### config.mk
export PLATFORM = sky130hd
export DESIGN_NAME = id_issue_ctrl
export DESIGN_NICKNAME = d
export VERILOG_FILES = /design/src/rtl/id_issue_ctrl_pkg.sv /design/src/rtl/id_issue_ctrl_scoreboard.sv /design/src/rtl/id_issue_ctrl.sv
export SDC_FILE = /design/constraint.sdc
export NUM_CORES = 1
export LEC_CHECK = 0
export ABC_AREA = 1
export ABC_CLOCK_PERIOD_IN_PS = 5300
export BUFFER_PORTS_ARGS = -buffer_cell sky130_fd_sc_hd__buf_2
export CORE_MARGIN = 3
export CORE_UTILIZATION = 55
export CTS_CLUSTER_SIZE = 24
export DETAILED_ROUTE_END_ITERATION = 8
export MAX_ROUTING_LAYER = met4
export PLACE_DENSITY = 0.83
export SLEW_MARGIN = 20
export SYNTH_ARGS = -nofsm -noshare
export SYNTH_HDL_FRONTEND = slang
export SYNTH_HIERARCHICAL = 1
export SYNTH_SLANG_ARGS = --single-unit
### constraint.sdc
create_clock -name clk -period 5.3 [get_ports clk]
set_input_delay 1.06 -clock clk [delete_from_list [all_inputs] [get_ports clk]]
set_output_delay 1.06 -clock clk [all_outputs]
set_load 0.02 [all_outputs]
### src/rtl/id_issue_ctrl_pkg.sv
// Shared decode-stage definitions: opcode encodings, FSM state encoding,
// source-register request payload and instruction field helpers.
package id_issue_ctrl_pkg;

    localparam int unsigned ILEN   = 32;
    localparam int unsigned RIDX_W = 5;

    localparam logic [6:0] OPC_R      = 7'b0110011;
    localparam logic [6:0] OPC_IMM    = 7'b0010011;
    localparam logic [6:0] OPC_LOAD   = 7'b0000011;
    localparam logic [6:0] OPC_STORE  = 7'b0100011;
    localparam logic [6:0] OPC_BRANCH = 7'b1100011;
    localparam logic [6:0] OPC_JALR   = 7'b1100111;
    localparam logic [6:0] OPC_LUI    = 7'b0110111;
    localparam logic [6:0] OPC_AUIPC  = 7'b0010111;
    localparam logic [6:0] OPC_JAL    = 7'b1101111;

    localparam logic [ILEN-1:0] NOP_INSTR = 32'h0000_0013;

    typedef enum logic [1:0] {
        ST_EMPTY = 2'd0,
        ST_HOLD  = 2'd1,
        ST_STALL = 2'd2
    } id_state_e;

    // Source operands an instruction reads, as presented to the scoreboard
    typedef struct packed {
        logic              rs1_en;
        logic [RIDX_W-1:0] rs1;
        logic              rs2_en;
        logic [RIDX_W-1:0] rs2;
    } src_req_t;

    function automatic logic [RIDX_W-1:0] rd_f(input logic [ILEN-1:0] instr);
        return instr[11:7];
    endfunction

    function automatic logic is_load_f(input logic [ILEN-1:0] instr);
        return instr[6:0] == OPC_LOAD;
    endfunction

    // Which register sources the opcode actually reads; unknown opcodes read none
    function automatic src_req_t src_req_f(input logic [ILEN-1:0] instr);
        src_req_t r;
        r.rs1    = instr[19:15];
        r.rs2    = instr[24:20];
        r.rs1_en = 1'b0;
        r.rs2_en = 1'b0;
        case (instr[6:0])
            OPC_R, OPC_STORE, OPC_BRANCH: begin
                r.rs1_en = 1'b1;
                r.rs2_en = 1'b1;
            end
            OPC_IMM, OPC_LOAD, OPC_JALR: begin
                r.rs1_en = 1'b1;
            end
            OPC_LUI, OPC_AUIPC, OPC_JAL: begin
                r.rs1_en = 1'b0;
            end
            default: begin
                r.rs1_en = 1'b0;
            end
        endcase
        return r;
    endfunction

endpackage

### src/rtl/id_issue_ctrl_scoreboard.sv
// Outstanding-load register scoreboard with a two-source hazard query.
// Ports:
//   clk, rst             core clock, synchronous active-high reset
//   set_en, set_idx      mark a register as pending (load issued)
//   clr_en, clr_idx      release a register (load writeback)
//   cur_req              sources of the held instruction, checked against
//                        the current scoreboard view -> hazard_cur_c
//   nxt_req              sources checked against next cycle's scoreboard
//                        -> hazard_nxt_c (used for state selection)
// Optional feature macro: ID_WB_BYPASS_EN (current view ignores the register
// being written back this cycle).
module id_issue_ctrl_scoreboard
    import id_issue_ctrl_pkg::*;
#(
    parameter int unsigned NREG = 32
) (
    input  logic              clk,
    input  logic              rst,
    input  logic              set_en,
    input  logic [RIDX_W-1:0] set_idx,
    input  logic              clr_en,
    input  logic [RIDX_W-1:0] clr_idx,
    input  src_req_t          cur_req,
    input  src_req_t          nxt_req,
    output logic              hazard_cur_c,
    output logic              hazard_nxt_c
);

    logic [NREG-1:0] sb_q;
    logic [NREG-1:0] sb_d;
    logic [NREG-1:0] set_mask;
    logic [NREG-1:0] clr_mask;
    logic [NREG-1:0] view_cur;

    function automatic logic hit_f(input src_req_t r, input logic [NREG-1:0] v);
        return (r.rs1_en & v[r.rs1]) | (r.rs2_en & v[r.rs2]);
    endfunction

    // Set is applied after clear so a same-cycle reissue stays pending; x0 never tracked
    always_comb begin
        set_mask = set_en ? (NREG'(1) << set_idx) : '0;
        clr_mask = clr_en ? (NREG'(1) << clr_idx) : '0;
        sb_d     = ((sb_q & ~clr_mask) | set_mask) & ~NREG'(1);
`ifdef ID_WB_BYPASS_EN
        view_cur = sb_q & ~clr_mask;
`else
        view_cur = sb_q;
`endif
        hazard_cur_c = hit_f(cur_req, view_cur);
        hazard_nxt_c = hit_f(nxt_req, sb_d);
    end

    always_ff @(posedge clk) begin
        if (rst) begin
            sb_q <= '0;
        end else begin
            sb_q <= sb_d;
        end
    end

endmodule

### src/rtl/id_issue_ctrl.sv
// Decode-stage issue controller: one-entry decode register, load-use hazard
// stall via the register scoreboard, valid/ready issue to execute, flush.
// Ports:
//   clk, rst                       core clock, synchronous active-high reset
//   if_valid/if_instr/if_pc        fetch offer;  if_ready  decode can accept
//   id_valid/id_instr/id_pc        issue offer;  ex_ready  execute accepts
//   ex_flush                       discard held and incoming instruction
//   wb_valid/wb_rd                 load writeback releases a register
//   id_stall                       held instruction blocked by a hazard
// Optional feature macro: ID_WB_BYPASS_EN (dependent instruction may issue in
// the same cycle as its load's writeback).
module id_issue_ctrl
    import id_issue_ctrl_pkg::*;
#(
    parameter int unsigned XLEN = 32,
    parameter int unsigned NREG = 32
) (
    input  logic              clk,
    input  logic              rst,
    input  logic              if_valid,
    input  logic [ILEN-1:0]   if_instr,
    input  logic [XLEN-1:0]   if_pc,
    output logic              if_ready,
    output logic              id_valid,
    output logic [ILEN-1:0]   id_instr,
    output logic [XLEN-1:0]   id_pc,
    input  logic              ex_ready,
    input  logic              ex_flush,
    input  logic              wb_valid,
    input  logic [RIDX_W-1:0] wb_rd,
    output logic              id_stall
);

    id_state_e         state_q;
    id_state_e         state_d;
    logic [ILEN-1:0]   instr_q;
    logic [ILEN-1:0]   instr_d;
    logic [XLEN-1:0]   pc_q;
    logic [XLEN-1:0]   pc_d;

    src_req_t          held_req;
    src_req_t          in_req;
    src_req_t          nxt_req;
    logic              hazard_cur;
    logic              hazard_nxt;
    logic              issuable;
    logic              fire;
    logic              capture;
    logic              sb_set;

    assign held_req = src_req_f(instr_q);
    assign in_req   = src_req_f(if_instr);
    // A newly captured instruction is judged on its own sources; otherwise the held one
    assign nxt_req  = capture ? in_req : held_req;
    assign sb_set   = fire & is_load_f(instr_q) & (rd_f(instr_q) != '0);

    id_issue_ctrl_scoreboard #(
        .NREG (NREG)
    ) u_sb (
        .clk          (clk),
        .rst          (rst),
        .set_en       (sb_set),
        .set_idx      (rd_f(instr_q)),
        .clr_en       (wb_valid),
        .clr_idx      (wb_rd),
        .cur_req      (held_req),
        .nxt_req      (nxt_req),
        .hazard_cur_c (hazard_cur),
        .hazard_nxt_c (hazard_nxt)
    );

    // Handshake, stall indication and next-state selection
    always_comb begin
        state_d  = state_q;
        instr_d  = instr_q;
        pc_d     = pc_q;
`ifdef ID_WB_BYPASS_EN
        issuable = ((state_q == ST_HOLD) | (state_q == ST_STALL)) & ~hazard_cur & ~ex_flush;
        id_stall = ((state_q == ST_HOLD) | (state_q == ST_STALL)) & hazard_cur;
`else
        issuable = (state_q == ST_HOLD) & ~hazard_cur & ~ex_flush;
        id_stall = (state_q == ST_STALL) | ((state_q == ST_HOLD) & hazard_cur);
`endif
        fire     = issuable & ex_ready;
        if_ready = ((state_q == ST_EMPTY) & ~ex_flush) | fire;
        capture  = if_valid & if_ready;
        id_valid = issuable;

        if (capture) begin
            instr_d = if_instr;
            pc_d    = if_pc;
        end

        if (ex_flush) begin
            state_d = ST_EMPTY;
        end else begin
            case (state_q)
                ST_EMPTY: begin
                    if (capture) state_d = hazard_nxt ? ST_STALL : ST_HOLD;
                end
                ST_HOLD, ST_STALL: begin
                    if (fire) begin
                        if (capture) state_d = hazard_nxt ? ST_STALL : ST_HOLD;
                        else         state_d = ST_EMPTY;
                    end else if (state_q == ST_STALL && !hazard_nxt) begin
                        state_d = ST_HOLD;
                    end
                end
                default: state_d = ST_EMPTY;
            endcase
        end
    end

    always_ff @(posedge clk) begin
        if (rst) begin
            state_q <= ST_EMPTY;
            instr_q <= NOP_INSTR;
            pc_q    <= '0;
        end else begin
            state_q <= state_d;
            instr_q <= instr_d;
            pc_q    <= pc_d;
        end
    end

    assign id_instr = instr_q;
    assign id_pc    = pc_q;

endmodule

==> run summary <==
At the end of the flow, the number of nets in the layout was 1069. The total grt overflow was 0; the required time reported for the critical path endpoint was 5570 ps. The first global-routing pass estimated 27700 µm of wire. The sequential cell area fraction in the yosys report is 0.347, and the net count after synthesis is 964.

The Yosys warning count was 6; the cell count of the worst reg-to-reg path was 29. The setup path with the least slack is of type register to register. Entering global routing, the biggest net connects 61 pins. For the highest ir drop seen on vdd, the log shows 0.000220 V.

Cell with the most instances after synthesis: sky130_fd_sc_hd__nand2_1. Adding up every negative setup slack in the final design gives 0 ps. In this run the standard cell core region covers 9820 µm². The count of nets left with antenna violations once routing finished came out at 0. The number of slew-limit violations in the final report came out at 0.

The clock tree synthesis step divided the H-tree into 3 levels. The beginning of the worst register-to-register path was id_instr[15]$_SDFFE_PP0N_. After legalization and detailed placement, the total HPWL measured 12900 µm.

The tools report the final count of hold timing violations as 0. The number of remaining DRC errors is 0, and the power density over cell area is 306 nW/µm². Summed over all layers, the routed wires come to 17300 µm. The tools report the final standard cell area without fillers as 6430 µm². The overall die area is 11400 µm², and the number of CTS-inserted buffers is 9.

For the synthesized instance count, the log shows 885. The most prevalent standard cell on the critical path is sky130_fd_sc_hd__nand2_1. The repair_antennas step left the layout with diodes totalling 0. The placed instances occupy a cell area of 6190 µm². Each instance of the synthesized netlist takes up on average 6.33 µm². The height of the chip works out to 107 µm. Register bit total from synthesis: 97.

Cell area after technology mapping: 5600 µm². The via total after detailed routing is 6379. Based on the critical path, the design can be clocked at up to 206 MHz. The violation count after the first detailed-route iteration is 770.

The worst setup path is launched from a register. The initial standard-cell utilization of the core is 0.570. In this run the critical register-to-register path is captured at state_q[0]$_SDFFE_PP0P_. The worst path meets setup with 440 ps of slack. The worst hold path begins at id_instr[26]$_SDFFE_PP0N_. Fraction of layout instances using a drive strength above 1: 0.184. The fraction of synthesis flops using an asynchronous set or reset pin is 0, and the proportion of netlist area held by the largest area contributor is 0.347. The run finished with clean final reports. The count of flip-flops with a built-in enable after synthesis came out at 0.

Terminating pin of the worst hold path: id_instr[26]$_SDFFE_PP0N_. The initial antenna violation count was 0. The post-detailed-route via-to-cell ratio came out at 5.66. The final critical delay including setup and external delays is 4860 ps, and the clock latency on the worst-skew pair is 370 ps.

The cell taking the most area after synthesis was sky130_fd_sc_hd__dfxtp_1. At the pin with the least slew margin, the transition time is 856 ps. The die extent in x is 107 µm. For this run, the number of standard cells in the final layout without fillers is 1128. Setup repair after global routing left no endpoint under its margin. The count of buffers added on input and output ports is 141. Site row count: 36. The slowest stage of the critical path is the sky130_fd_sc_hd__dfxtp_1 cell. On the final layout, the worst clock skew is 19.7 ps. The clock root buffer is sky130_fd_sc_hd__clkbuf_8. Hold is met by 489 ps. After synthesis, the cell types taking the most area are sky130_fd_sc_hd__dfxtp_1 35%, sky130_fd_sc_hd__nand2_1 12%, sky130_fd_sc_hd__nand3_1 11%.

The commonest cells after synthesis are 184 x sky130_fd_sc_hd__nand2_1, 161 x sky130_fd_sc_hd__nor2_1, 122 x sky130_fd_sc_hd__nand3_1. At the placement stage, the worst setup path has a slack of 661 ps. Routability-driven placement finished with a final weighted congestion of 1.03. Clock-pin slew was measured on the worst setup and hold paths at 110 ps. The worst register-to-register path has a setup slack of 440 ps. The count of endpoints failing setup in the final report came out at 0. For this design the top-level I/O count stands at 142.

For the worst setup path, the data arrival time is 5130 ps. The run gives 97 as the number of clock sinks seen by CTS. The type of element capturing the critical path was a register. In the final routed layout, each cell accounts on average for 15.3 µm. For the total iterations of the first detailed-routing run, the log shows 6. Across the run, the number of max-cap violations was 0. Counting instances, the worst hold path has a depth of 2. Among all flip-flop cells after synthesis, the most frequent one is sky130_fd_sc_hd__dfxtp_1. The number of buffers between clock root and the deepest sink is 2, and the total power draw is 1.97 mW. The largest single stage delay on the critical path is 730 ps. TritonCTS built the clock tree. The logs give 31 for the post-synthesis cell type count and 0.309 for the overall global routing resource usage.

The post-route clock period utilization is 0.917. Worst hold path class: register to register. The share of the core filled with cells in the final layout is 0.655. The leakage component of the power was 3.08 nW; the maximum fanout along the worst path was 18. The run gives 1112 as the number of instances in the placed design. Compared with the post-synthesis result, the final layout area differs by 14.8%.

The tools report the via count of the first global-routing pass as 5618. For the relative slew slack, the log shows 0.429.
## cell type report
| type | count | area, µm² |
|---|---|---|
| Fill cell | 964 | 3390 |
| Sequential cell | 97 | 1940 |
| Inverter | 72 | 274 |
| Clock inverter | 7 | 108 |
| Timing Repair Buffer | 148 | 758 |
| Tap cell | 133 | 166 |
| Clock buffer | 9 | 124 |
| Multi-Input combinational cell | 662 | 3060 |
## flip-flops by register name, summed over array words and instances (netlist names)
name,cells
id_instr,32
id_pc,32
state_q,2
u_sb/sb_q,31
## timing repair
item / in CTS / in global routing
endpoints found under the setup margin: 0 / 2
hold buffers: 0 / 0
setup buffers: 0 / 0
resized for setup: 0 / 1
## power breakdown
group	total, mW	switching [mW]	internal (mW)
Clock	0.534	0.298	0.236
Combinational	0.604	0.401	0.203
Sequential	0.830	0.0505	0.780
Total	1.97	0.749	1.22
## cells by family (layout without fill, tap and decap cells)
| kind of cell | count (synthesis) | count (layout) | synth area share |
|---|---|---|---|
| adder cells (fa/ha/maj) | 4 | 4 | 0.00894 |
| AO/OA/AOI/OAI | 172 | 172 | 0.169 |
| flip-flops | 97 | 97 | 0.347 |
| AND/OR/NAND/NOR | 486 | 486 | 0.368 |
| buffers and inverters | 126 | 236 | 0.107 |
## worst max-delay path, delay by kind of cell (launching register included)
family                 cells  cell delay, ps
buffers and inverters      3             590
DFF                        1             730
and+or+nand+nor           21            2470
AOI/OAI and AO/OA          5             960
## layout by cell type, fill, tap and decap left out, types with 3 or more instances in the layout
cell type                  netlist  layout
sky130_fd_sc_hd__buf_4          14       7
sky130_fd_sc_hd__a211oi_1        3       3
sky130_fd_sc_hd__ha_1            4       4
sky130_fd_sc_hd__nand2_2         3       3
sky130_fd_sc_hd__nand3_1       122     122
sky130_fd_sc_hd__a21oi_1        44      44
sky130_fd_sc_hd__clkinv_8        0       3
sky130_fd_sc_hd__clkbuf_8        0       9
sky130_fd_sc_hd__dfxtp_1        97      97
sky130_fd_sc_hd__o211ai_1       10      10
sky130_fd_sc_hd__o21ai_1        13      13
sky130_fd_sc_hd__o21ai_0        85      85
sky130_fd_sc_hd__nor2_1        161     161
sky130_fd_sc_hd__o221ai_1        8       8
sky130_fd_sc_hd__nand2_1       184     184
sky130_fd_sc_hd__o21ai_2         4       4
sky130_fd_sc_hd__inv_1          66      66
sky130_fd_sc_hd__nand4_1         6       6
sky130_fd_sc_hd__inv_2           4       4
sky130_fd_sc_hd__buf_2          17     141
sky130_fd_sc_hd__nor2_2          3       3
## per-layer routing
layer	up-vias	wire length, µm	track usage
met5	-	0	-
met4	0	790	0.136
met3	78	1920	0.0518
met2	434	7470	0.458
met1	2765	7130	0.416
li1	3102	-	-
## how the worst max path moves through the flow
stage / from / endpoint / slack [ps] / depth (start not counted)
after global placement: id_instr[15]$_SDFFE_PP0N_ / state_q[0]$_SDFFE_PP0P_ / 740 / 29
after CTS: id_instr[15]$_SDFFE_PP0N_ / state_q[1]$_SDFFE_PP0P_ / 590 / 27
after detailed placement: id_instr[15]$_SDFFE_PP0N_ / state_q[0]$_SDFFE_PP0P_ / 660 / 29
final: id_instr[15]$_SDFFE_PP0N_ / state_q[0]$_SDFFE_PP0P_ / 440 / 29
after global routing: id_instr[20]$_SDFFE_PP0N_ / state_q[1]$_SDFFE_PP0P_ / 20 / 27
after floorplan: id_instr[20]$_SDFFE_PP0N_ / state_q[0]$_SDFFE_PP0P_ / 1340 / 31
Power figures use the tool's default switching activity.
